## src/rtl/if_prefetch_queue_if.sv

```systemverilog
// ----------------------------------------------------------------------------
// if_prefetch_queue_if
// Groups the signals between the instruction prefetch queue, the instruction
// memory and the decode stage.
//   master : the prefetch queue (drives the memory request and the FIFO head)
//   slave  : the environment (memory response, decode-side pause/redirect)
// Signals:
//   mem_req / mem_addr      fetch request and word-aligned address
//   mem_rdata / mem_valid   instruction word and its response strobe
//   inst_valid / inst_out / pc_out   FIFO head towards IF/ID
//   pause                   consumer stall
//   redirect / redirect_pc  flush and restart fetch at a new address
//   level                   FIFO occupancy
// ----------------------------------------------------------------------------
interface if_prefetch_queue_if #(
    parameter int DEPTH = 4
);
    localparam int LW = $clog2(DEPTH) + 1;

    logic          mem_req;
    logic [31:0]   mem_addr;
    logic [31:0]   mem_rdata;
    logic          mem_valid;
    logic          inst_valid;
    logic [31:0]   inst_out;
    logic [31:0]   pc_out;
    logic          pause;
    logic          redirect;
    logic [31:0]   redirect_pc;
    logic [LW-1:0] level;

    modport master (
        output mem_req, mem_addr, inst_valid, inst_out, pc_out, level,
        input  mem_rdata, mem_valid, pause, redirect, redirect_pc
    );

    modport slave (
        input  mem_req, mem_addr, inst_valid, inst_out, pc_out, level,
        output mem_rdata, mem_valid, pause, redirect, redirect_pc
    );
endinterface

```

## src/rtl/if_prefetch_queue.sv

```systemverilog
// ----------------------------------------------------------------------------
// if_prefetch_queue
// Instruction prefetch unit: issues one outstanding fetch at a time to the
// instruction memory and buffers returned words, tagged with their address,
// in a DEPTH-entry FIFO feeding the IF/ID register.
// Ports:
//   clk  - clock, all state updates on the rising edge
//   rst  - synchronous active-high reset
//   bus  - if_prefetch_queue_if.master (memory request/response, FIFO head,
//          pause, redirect, occupancy)
// A redirect flushes the FIFO and restarts fetch; a request already in flight
// when the redirect arrives is completed and its data thrown away (DROP).
// ----------------------------------------------------------------------------
module if_prefetch_queue #(
    parameter logic [31:0] RESET_PC = 32'h0000_0000,
    parameter int          DEPTH    = 4
) (
    input  logic                clk,
    input  logic                rst,
    if_prefetch_queue_if.master bus
);
    localparam int             PW       = $clog2(DEPTH);
    localparam int             LW       = PW + 1;
    localparam logic [LW-1:0]  FULL_LVL = LW'(DEPTH);

    typedef enum logic [1:0] {
        IDLE = 2'd0,
        WAIT = 2'd1,
        DROP = 2'd2
    } state_t;

    state_t        state_q, state_d;
    logic [31:0]   fetch_pc_q, fetch_pc_d;
    logic [31:0]   req_addr_q;
    logic [LW-1:0] level_q, level_d;
    logic [PW-1:0] wr_ptr_q, rd_ptr_q;
    logic [31:0]   inst_mem [DEPTH];
    logic [31:0]   pc_mem   [DEPTH];
    logic          push, pop, load_req;

    // Low address bits of the redirect target are forced to zero.
    logic          unused_redirect_lsb;
    assign unused_redirect_lsb = ^bus.redirect_pc[1:0];

    always_comb begin
        push     = (state_q == WAIT) && bus.mem_valid && !bus.redirect;
        pop      = (level_q != '0) && !bus.pause && !bus.redirect;
        level_d  = level_q;
        if (bus.redirect)
            level_d = '0;
        else if (push && !pop)
            level_d = level_q + LW'(1);
        else if (!push && pop)
            level_d = level_q - LW'(1);

        fetch_pc_d = fetch_pc_q;
        if (bus.redirect)
            fetch_pc_d = {bus.redirect_pc[31:2], 2'b00};
        else if (push)
            fetch_pc_d = fetch_pc_q + 32'd4;

        state_d  = state_q;
        load_req = 1'b0;
        case (state_q)
            IDLE: begin
                if (!bus.redirect && (level_q < FULL_LVL)) begin
                    state_d  = WAIT;
                    load_req = 1'b1;
                end
            end
            WAIT: begin
                if (bus.redirect) begin
                    // In-flight word is either discarded now or later in DROP.
                    state_d = bus.mem_valid ? IDLE : DROP;
                end else if (bus.mem_valid) begin
                    // Back-to-back fetch only if the push leaves room.
                    if (level_d < FULL_LVL) begin
                        state_d  = WAIT;
                        load_req = 1'b1;
                    end else begin
                        state_d = IDLE;
                    end
                end
            end
            DROP: begin
                if (bus.mem_valid)
                    state_d = IDLE;
            end
            default: state_d = IDLE;
        endcase
    end

    always_ff @(posedge clk) begin
        if (rst) begin
            state_q    <= IDLE;
            fetch_pc_q <= RESET_PC;
            req_addr_q <= RESET_PC;
            level_q    <= '0;
            wr_ptr_q   <= '0;
            rd_ptr_q   <= '0;
            for (int i = 0; i < DEPTH; i++) begin
                inst_mem[i] <= '0;
                pc_mem[i]   <= '0;
            end
        end else begin
            state_q    <= state_d;
            fetch_pc_q <= fetch_pc_d;
            level_q    <= level_d;
            if (load_req)
                req_addr_q <= fetch_pc_d;
            if (bus.redirect) begin
                wr_ptr_q <= '0;
                rd_ptr_q <= '0;
            end else begin
                if (push) begin
                    inst_mem[wr_ptr_q] <= bus.mem_rdata;
                    pc_mem[wr_ptr_q]   <= req_addr_q;
                    wr_ptr_q           <= wr_ptr_q + PW'(1);
                end
                if (pop)
                    rd_ptr_q <= rd_ptr_q + PW'(1);
            end
        end
    end

    assign bus.mem_req    = (state_q == WAIT) || (state_q == DROP);
    assign bus.mem_addr   = req_addr_q;
    assign bus.inst_valid = (level_q != '0);
    assign bus.inst_out   = inst_mem[rd_ptr_q];
    assign bus.pc_out     = pc_mem[rd_ptr_q];
    assign bus.level      = level_q;
endmodule

```

## src/flat_wrapper.sv

```systemverilog
// flat-port wrapper written by rule: the top's interface ports become plain ports
module if_prefetch_queue_flat 
#(
    parameter logic [31:0] RESET_PC = 32'h0000_0000,
    parameter int          DEPTH    = 4
)
  (clk, rst, bus_mem_req, bus_mem_addr, bus_inst_valid, bus_inst_out, bus_pc_out, bus_level, bus_mem_rdata, bus_mem_valid, bus_pause, bus_redirect, bus_redirect_pc);
  if_prefetch_queue_if #(.DEPTH(DEPTH)) bus_i ();
  input  logic clk;
  input  logic rst;
  output wire logic [$bits(bus_i.mem_req)-1:0] bus_mem_req;
  output wire logic [$bits(bus_i.mem_addr)-1:0] bus_mem_addr;
  output wire logic [$bits(bus_i.inst_valid)-1:0] bus_inst_valid;
  output wire logic [$bits(bus_i.inst_out)-1:0] bus_inst_out;
  output wire logic [$bits(bus_i.pc_out)-1:0] bus_pc_out;
  output wire logic [$bits(bus_i.level)-1:0] bus_level;
  input wire logic [$bits(bus_i.mem_rdata)-1:0] bus_mem_rdata;
  input wire logic [$bits(bus_i.mem_valid)-1:0] bus_mem_valid;
  input wire logic [$bits(bus_i.pause)-1:0] bus_pause;
  input wire logic [$bits(bus_i.redirect)-1:0] bus_redirect;
  input wire logic [$bits(bus_i.redirect_pc)-1:0] bus_redirect_pc;
  assign bus_mem_req = bus_i.mem_req;
  assign bus_mem_addr = bus_i.mem_addr;
  assign bus_inst_valid = bus_i.inst_valid;
  assign bus_inst_out = bus_i.inst_out;
  assign bus_pc_out = bus_i.pc_out;
  assign bus_level = bus_i.level;
  assign bus_i.mem_rdata = bus_mem_rdata;
  assign bus_i.mem_valid = bus_mem_valid;
  assign bus_i.pause = bus_pause;
  assign bus_i.redirect = bus_redirect;
  assign bus_i.redirect_pc = bus_redirect_pc;
  if_prefetch_queue #(.RESET_PC(RESET_PC), .DEPTH(DEPTH)) u_core (.clk(clk), .rst(rst), .bus(bus_i));
endmodule
```

## config.mk

```make
export PLATFORM = sky130hd
export DESIGN_NAME = if_prefetch_queue_flat
export DESIGN_NICKNAME = d
export VERILOG_FILES = /design/src/rtl/if_prefetch_queue_if.sv /design/src/rtl/if_prefetch_queue.sv /design/src/flat_wrapper.sv
export SDC_FILE = /design/constraint.sdc
export NUM_CORES = 1
export LEC_CHECK = 0
export BUFFER_PORTS_ARGS = -buffer_cell sky130_fd_sc_hd__buf_2
export CELL_PAD_IN_SITES_DETAIL_PLACEMENT = 0
export CELL_PAD_IN_SITES_GLOBAL_PLACEMENT = 1
export CORE_MARGIN = 3
export CORE_UTILIZATION = 38
export CTS_CLUSTER_SIZE = 28
export DETAILED_ROUTE_END_ITERATION = 8
export HOLD_SLACK_MARGIN = 0.08
export PLACE_DENSITY = 0.7
export SYNTH_ARGS = -nofsm -noshare
export SYNTH_HDL_FRONTEND = slang
export SYNTH_SLANG_ARGS = --single-unit
```

## constraint.sdc

```tcl
create_clock -name clk -period 20.1 [get_ports clk]
set_input_delay 3.015 -clock clk [delete_from_list [all_inputs] [get_ports clk]]
set_output_delay 3.015 -clock clk [all_outputs]
set_load 0.01 [all_outputs]
```

# Yosys cells after proc, flatten, opt, wreduce, memory -nomap -nowiden
# Memory sizes are Yosys's and may differ from the RTL's. A register that Yosys moved wholly into a read port is not among the register bits.
# Index checks and enable logic that the tools add are counted.
op_classes:
  addsub: 5
  order_cmp: 2
  n_eq_ne: 5
  mux: 33
  n_reduce_logical: 18
ops:
  columns: ["cell", "n"]
  rows:
  - ["$mux 32", 4]
  - ["$reduce_or 32->1", 2]
  - ["$add 32x3->32 const B", 1]
  - ["$mux 2", 11]
  - ["$mux 1", 13]
  - ["$mux 3", 3]
  - ["$logic_and 1x1->1", 7]
  - ["$lt 3x3->1 const B", 2]
  - ["$pmux 2 s3", 1]
  - ["$add 2x1->2 const B", 2]
  - ["$logic_not 1->1", 4]
  - ["$add 3x1->3 const B", 1]
  - ["$ne 3x3->1 const B", 1]
  - ["$reduce_and 3->1", 1]
  - ["$reduce_bool 3->1", 1]
  - ["$sub 3x1->3 const B", 1]
  - ["$eq 2x1->1 const B", 1]
  - ["$eq 2x2->1 const B", 1]
  - ["$logic_not 2->1", 1]
  - ["$ne 2x1->1 const B", 1]
  - ["$ne 2x2->1 const B", 1]
  - ["$pmux 1 s2", 1]
  - ["$reduce_or 2->1", 1]
  - ["$logic_or 1x1->1", 1]
totals:
  ff_bits: 73
  ram_bits: 256
  inputBits: 69
  out_inout_bits: 101
  word_cells: 71
  mem_count: 2
mem_list:
  columns: ["name", "depth", "width", "read_ports", "rd_clocked_by_memory_dff", "wr", "line_no", "source"]
  rows:
  - ["u_core.inst_mem", 4, 32, 1, 1, 4, "if_prefetch_queue.sv:37", "logic [31:0] inst_mem [DEPTH];"]
  - ["u_core.pc_mem", 4, 32, 1, 1, 4, "if_prefetch_queue.sv:38", "logic [31:0] pc_mem [DEPTH];"]

# Longest topological paths before layout
depth:
  word_depth: 13
  depth_mapped: 15
  ltp_nobuf: 11

# Worst setup path before layout
# No wires, ideal clock.
synth_timing:
  path_kind: "input-to-reg"
  from: "input bus_redirect"
  to: "memory u_core.inst_mem[1][0], enable pin"
  setup_time_ns: 0.575
  t_arrival_ns: 8.444
  required_ns: 19.525
  slack_ns: 11.081
  cell_stages: 7
  path_buffers: 4
  path_cell_list: "buf_6 > and3b_1 > buf_6 > inv_2 > clkbuf_1 > clkbuf_1 > o21ai_0"
synth_lines:
  columns: ["item", "line_no", "source"]
  rows:
  - ["start, declared", "flat_wrapper.sv:20", "input wire logic [$bits(bus_i.redirect)-1:0] bus_redirect;"]
  - ["end, declared", "if_prefetch_queue.sv:37", null]

# Worst setup path after layout
layout_timing:
  from: "input bus_redirect"
  to: "register u_core.req_addr_q[19], in the netlist u_core.bus.mem_addr[19]"
layout_between:
  elab_chain_len: 12
  elab_cells_between_ends: 19
  classes_between: "order compare (1); mux (10); reduce/logical (8)"
layout_rtl:
  columns: ["item", "line_no", "source"]
  rows:
  - ["$logic_not 1->1", "if_prefetch_queue.sv:46, if_prefetch_queue.sv:47, if_prefetch_queue.sv:66", null]
  - ["$logic_and 1x1->1", "if_prefetch_queue.sv:46", "push = (state_q == WAIT) && bus.mem_valid && !bus.redirect;"]
  - ["$logic_not 1->1", "if_prefetch_queue.sv:53", "else if (!push && pop)"]
  - ["$logic_and 1x1->1", "if_prefetch_queue.sv:53", null]
  - ["$mux 3", "if_prefetch_queue.sv:53", null]
  - ["$mux 3", "if_prefetch_queue.sv:51", "else if (push && !pop)"]
  - ["$mux 3", "if_prefetch_queue.sv:49", "if (bus.redirect)"]
  - ["$lt 3x3->1", "if_prefetch_queue.sv:77", "if (level_d < FULL_LVL) begin"]
  - ["$mux 1", "if_prefetch_queue.sv:77", null]
  - ["$mux 1", "if_prefetch_queue.sv:75", "end else if (bus.mem_valid) begin"]
  - ["$mux 1", "if_prefetch_queue.sv:72", "if (bus.redirect) begin"]
  - ["$pmux 1 s2", "if_prefetch_queue.sv:64", "case (state_q)"]
  - ["end signal, assigned", "if_prefetch_queue.sv:110", "req_addr_q <= fetch_pc_d;"]
  - ["end, declared", "if_prefetch_queue.sv:34", "logic [31:0] req_addr_q;"]
# Parallel ways exist; a longest one is shown, timed or not.
# A chain may end at the register's enable or synchronous reset.

==> key figures <==
Clock network
  – Clock sinks: 331
  – Post-CTS Setup Repair Bufs: 0
  – CTS tree: built
  – Hold buffers post-CTS: 0
  – Max Root-Sink Buffers: 3
  – H-tree depth: 2
  – Insertion delay to the later sink of the worst-skew pair: 510 ps
  – Clk root buf: clkbuf_16
  – CTS Buf Count: 37
  – Post-cts sizing count: 0
  – Clk pin slew, worst setup/hold paths: 60 ps

Global route
  – Vias in the first global route: 9003
  – M3 GR Usage: 2.82%
  – Met1 track demand over resource: 23.5%
  – Gr busiest metal: met2
  – Initial antenna violation count: 0
  – Met2 usage in global routing: 28.6%
  – Total global-route track usage: 17.1%
  – First-pass GRT wire length: 52.1 mm
  – Pin count of the biggest net entering global routing: 66
  – Congestion Overflow GR: 0

STA
  – Relative slew slack: 29.4%
  – Hold slack final: 443 ps
  – Setup WS post-layout: 14260 ps
  – Fmax achieved: 171 MHz
  – Post-Route Skew: 15.1 ps
  – Final setup viols: 0
  – Max Slew Vio Count: 0
  – Final period util: 29.1%
  – Worst-Margin Slew: 1060 ps
  – Setup TNS: 0 ps
  – RSZ-0062 raised after global routing: false
  – Tmin final: 5840 ps
  – Final Hold Viols: 0

Route
  – Iter 0 DRT Violations: 413
  – Post-DR wirelength/cell: 19.5 um
  – Pre-Repair DR Iteration Count: 4
  – Via-to-Cell Ratio: 5.10
  – Routed wire length: 34.2 mm
  – Vias: 8948
  – # DRC: 0
  – ANT nets after route: 0

Placement
  – RD Place Congestion: 0.744
  – Final HPWL DP: 20.3 mm
  – Post-Place Worst Slack: 13720 ps
  – Port Buffers: 167

Yosys
  – Ys Warns: 0
  – Syn Std Cell Area: 14200 um2
  – Sequential area share after synthesis: 64.7%
  – Net Count, Synth: 1189
  – Syn Area/Cell: 12.8 um2
  – Synth cell types: 49
  – Number of flops mapped to enable cells by yosys: 256
  – Ys flop type: edfxtp_1
  – Cells after synthesis: 1111
  – Fraction of registers with async set/reset: 0%
  – Register bit total from synthesis: 331

Floorplan
  – Die area: 39700 um2
  – Core area: 36700 um2
  – Horiz. Die Dim: 199 um
  – Core Rows: 70
  – IO Pins: 170
  – Initial Util: 38.7%
  – Die Y: 199 um

Worst hold path
  – Worst min path class: flop to flop
  – Hold Startpoint: u_core.fetch_pc_q[0]
  – Hold path depth: 2
  – Worst Hold End: u_core.fetch_pc_q[0]

Setup path
  – Crit Path Max Fanout: 44
  – Reg2reg path depth: 12
  – Crit-path cells: buf_2 > and3b_1 > inv_2 > ha_1 > and4b_1 > a211oi_1 > o21ai_4 > buf_4 > nand2_1 > o32ai_1
  – CP max stage delay: 630 ps
  – Critical path type: input pin to flop
  – RR Endpoint: u_core.bus.mem_addr[14]
  – Worst r2r src: u_core.bus.level[0]
  – Crit-path slowest cell: buf_2
  – R2R Setup Slk: 16510 ps
  – Worst setup EP type: flop
  – Startpoint types: input pin
  – Crit path DAT: 6250 ps
  – Req. time, crit path: 20510 ps

Power and ir drop
  – PwrDens: 92.6 nW/um2
  – Leak pwr: 6.68 nW
  – Final Power: 1.54 mW
  – Peak supply drop: 0.0453 mV

Cells and area
  – Fraction of layout cells with a size suffix above 1: 24.6%
  – Area Growth Syn to Fin: 17.2%
  – Fillers: 3366
  – Final nets: 1338
  – Antenna cell count: 0
  – Layout Utilization: 45.4%

Status
  – Status: complete, no violations

Flow run
  – Max_cap viols: 0
-- synth_stat cells (20+ instances only) --
library cell	instances	area, um2
a211oi_1	21	158
dfxtp_1	75	1500
inv_1	78	293
clkbuf_1	47	176
nor3_1	27	135
mux4_2	64	1440
nand2_1	102	383
and2_1	59	369
a21oi_1	20	100
nor2_1	193	724
edfxtp_1	256	7690
-- cell usage in the layout (no fill, tap or decap), types with 5 or more instances in the layout --
master / instances
a211oi_1: 21
a21oi_1: 20
and2_1: 59
buf_2: 167
buf_4: 11
clkbuf_1: 9
clkbuf_16: 37
clkbuf_8: 5
clkinv_2: 6
dfxtp_1: 73
edfxtp_1: 256
ha_1: 9
inv_1: 78
mux2i_1: 6
mux4_2: 64
nand2_1: 101
nand2b_1: 6
nand3_1: 15
nand4_1: 11
nor2_1: 192
nor3_1: 26
nor3b_1: 5
nor4_1: 8
o211ai_1: 6
o21ai_0: 11
xnor2_1: 9
xor2_1: 9
-- how the worst max path moves through the flow --
stage,depth (start not counted),startpoint,slack (ps),to
after floorplan,7,bus_redirect,11080,u_core.inst_mem[1][0]
after global placement,10,bus_redirect,13770,u_core.bus.mem_addr[14]
after detailed placement,10,bus_redirect,13720,u_core.bus.mem_addr[19]
after CTS,3,flop,14140,bus_pc_out[8]
after global routing,10,bus_redirect,14010,u_core.bus.mem_addr[19]
final,10,bus_redirect,14260,u_core.bus.mem_addr[19]
-- layout make-up --
type | count | area (um2) | share of cell area (%)
Inverter | 79 | 297 | 1.78
Sequential cell | 331 | 9200 | 55.3
Clock buffer | 51 | 1030 | 6.18
Timing Repair Buffer | 178 | 918 | 5.52
Tap cell | 468 | 586 | 3.52
Multi-Input combinational cell | 633 | 4500 | 27.1
Clock inverter | 13 | 116 | 0.699
-- state kept, by name, indices dropped and copies added, names as in the netlist, named ones only --
| register | flops |
|---|---|
| u_core.fetch_pc_q | 32 |
| u_core.wr_ptr_q | 2 |
| u_core.inst_mem | 128 |
| u_core.rd_ptr_q | 2 |
| u_core.bus.mem_addr | 32 |
| u_core.bus.level | 3 |
| u_core.state_q | 2 |
| u_core.pc_mem | 128 |
-- routing by layer --
layer | share of wire (%) | vias up
met1 | 45 | 4442
met5 | 0 | -
li1 | - | 4265
met4 | 2.3 | 0
met3 | 4.6 | 54
met2 | 48 | 187
-- logic make-up after synthesis --
| kind of cell | synth area share, % |
|---|---|
| xor+xnor | 1.11 |
| fa+ha+maj | 0.793 |
| flops | 64.7 |
| simple gates | 14.6 |
| mux | 10.6 |
| compound gates | 4.13 |
| buf+inv | 4.08 |
-- metrics by stage --
stage / std cells / instance area (um2)
floorplan: 1111 / 14200
global placement: 1689 / 15500
detailed placement: 1689 / 15500
CTS: 1753 / 16600
global route: 1753 / 16600
finish: 1753 / 16600
-- critical path, delay by kind of cell --
family / cells / cell delay, ps
buf+inv: 3 / 1490
compound gates: 3 / 710
fa+ha+maj: 1 / 320
simple gates: 3 / 690
-- power breakdown --
| group | switching (mW) | internal [mW] | total, mW |
|---|---|---|---|
| Clock | 0.262 | 0.382 | 0.644 |
| Sequential | 0.0213 | 0.770 | 0.791 |
| Combinational | 0.0657 | 0.0399 | 0.106 |
Note: power is estimated with default switching activity, not from simulation.
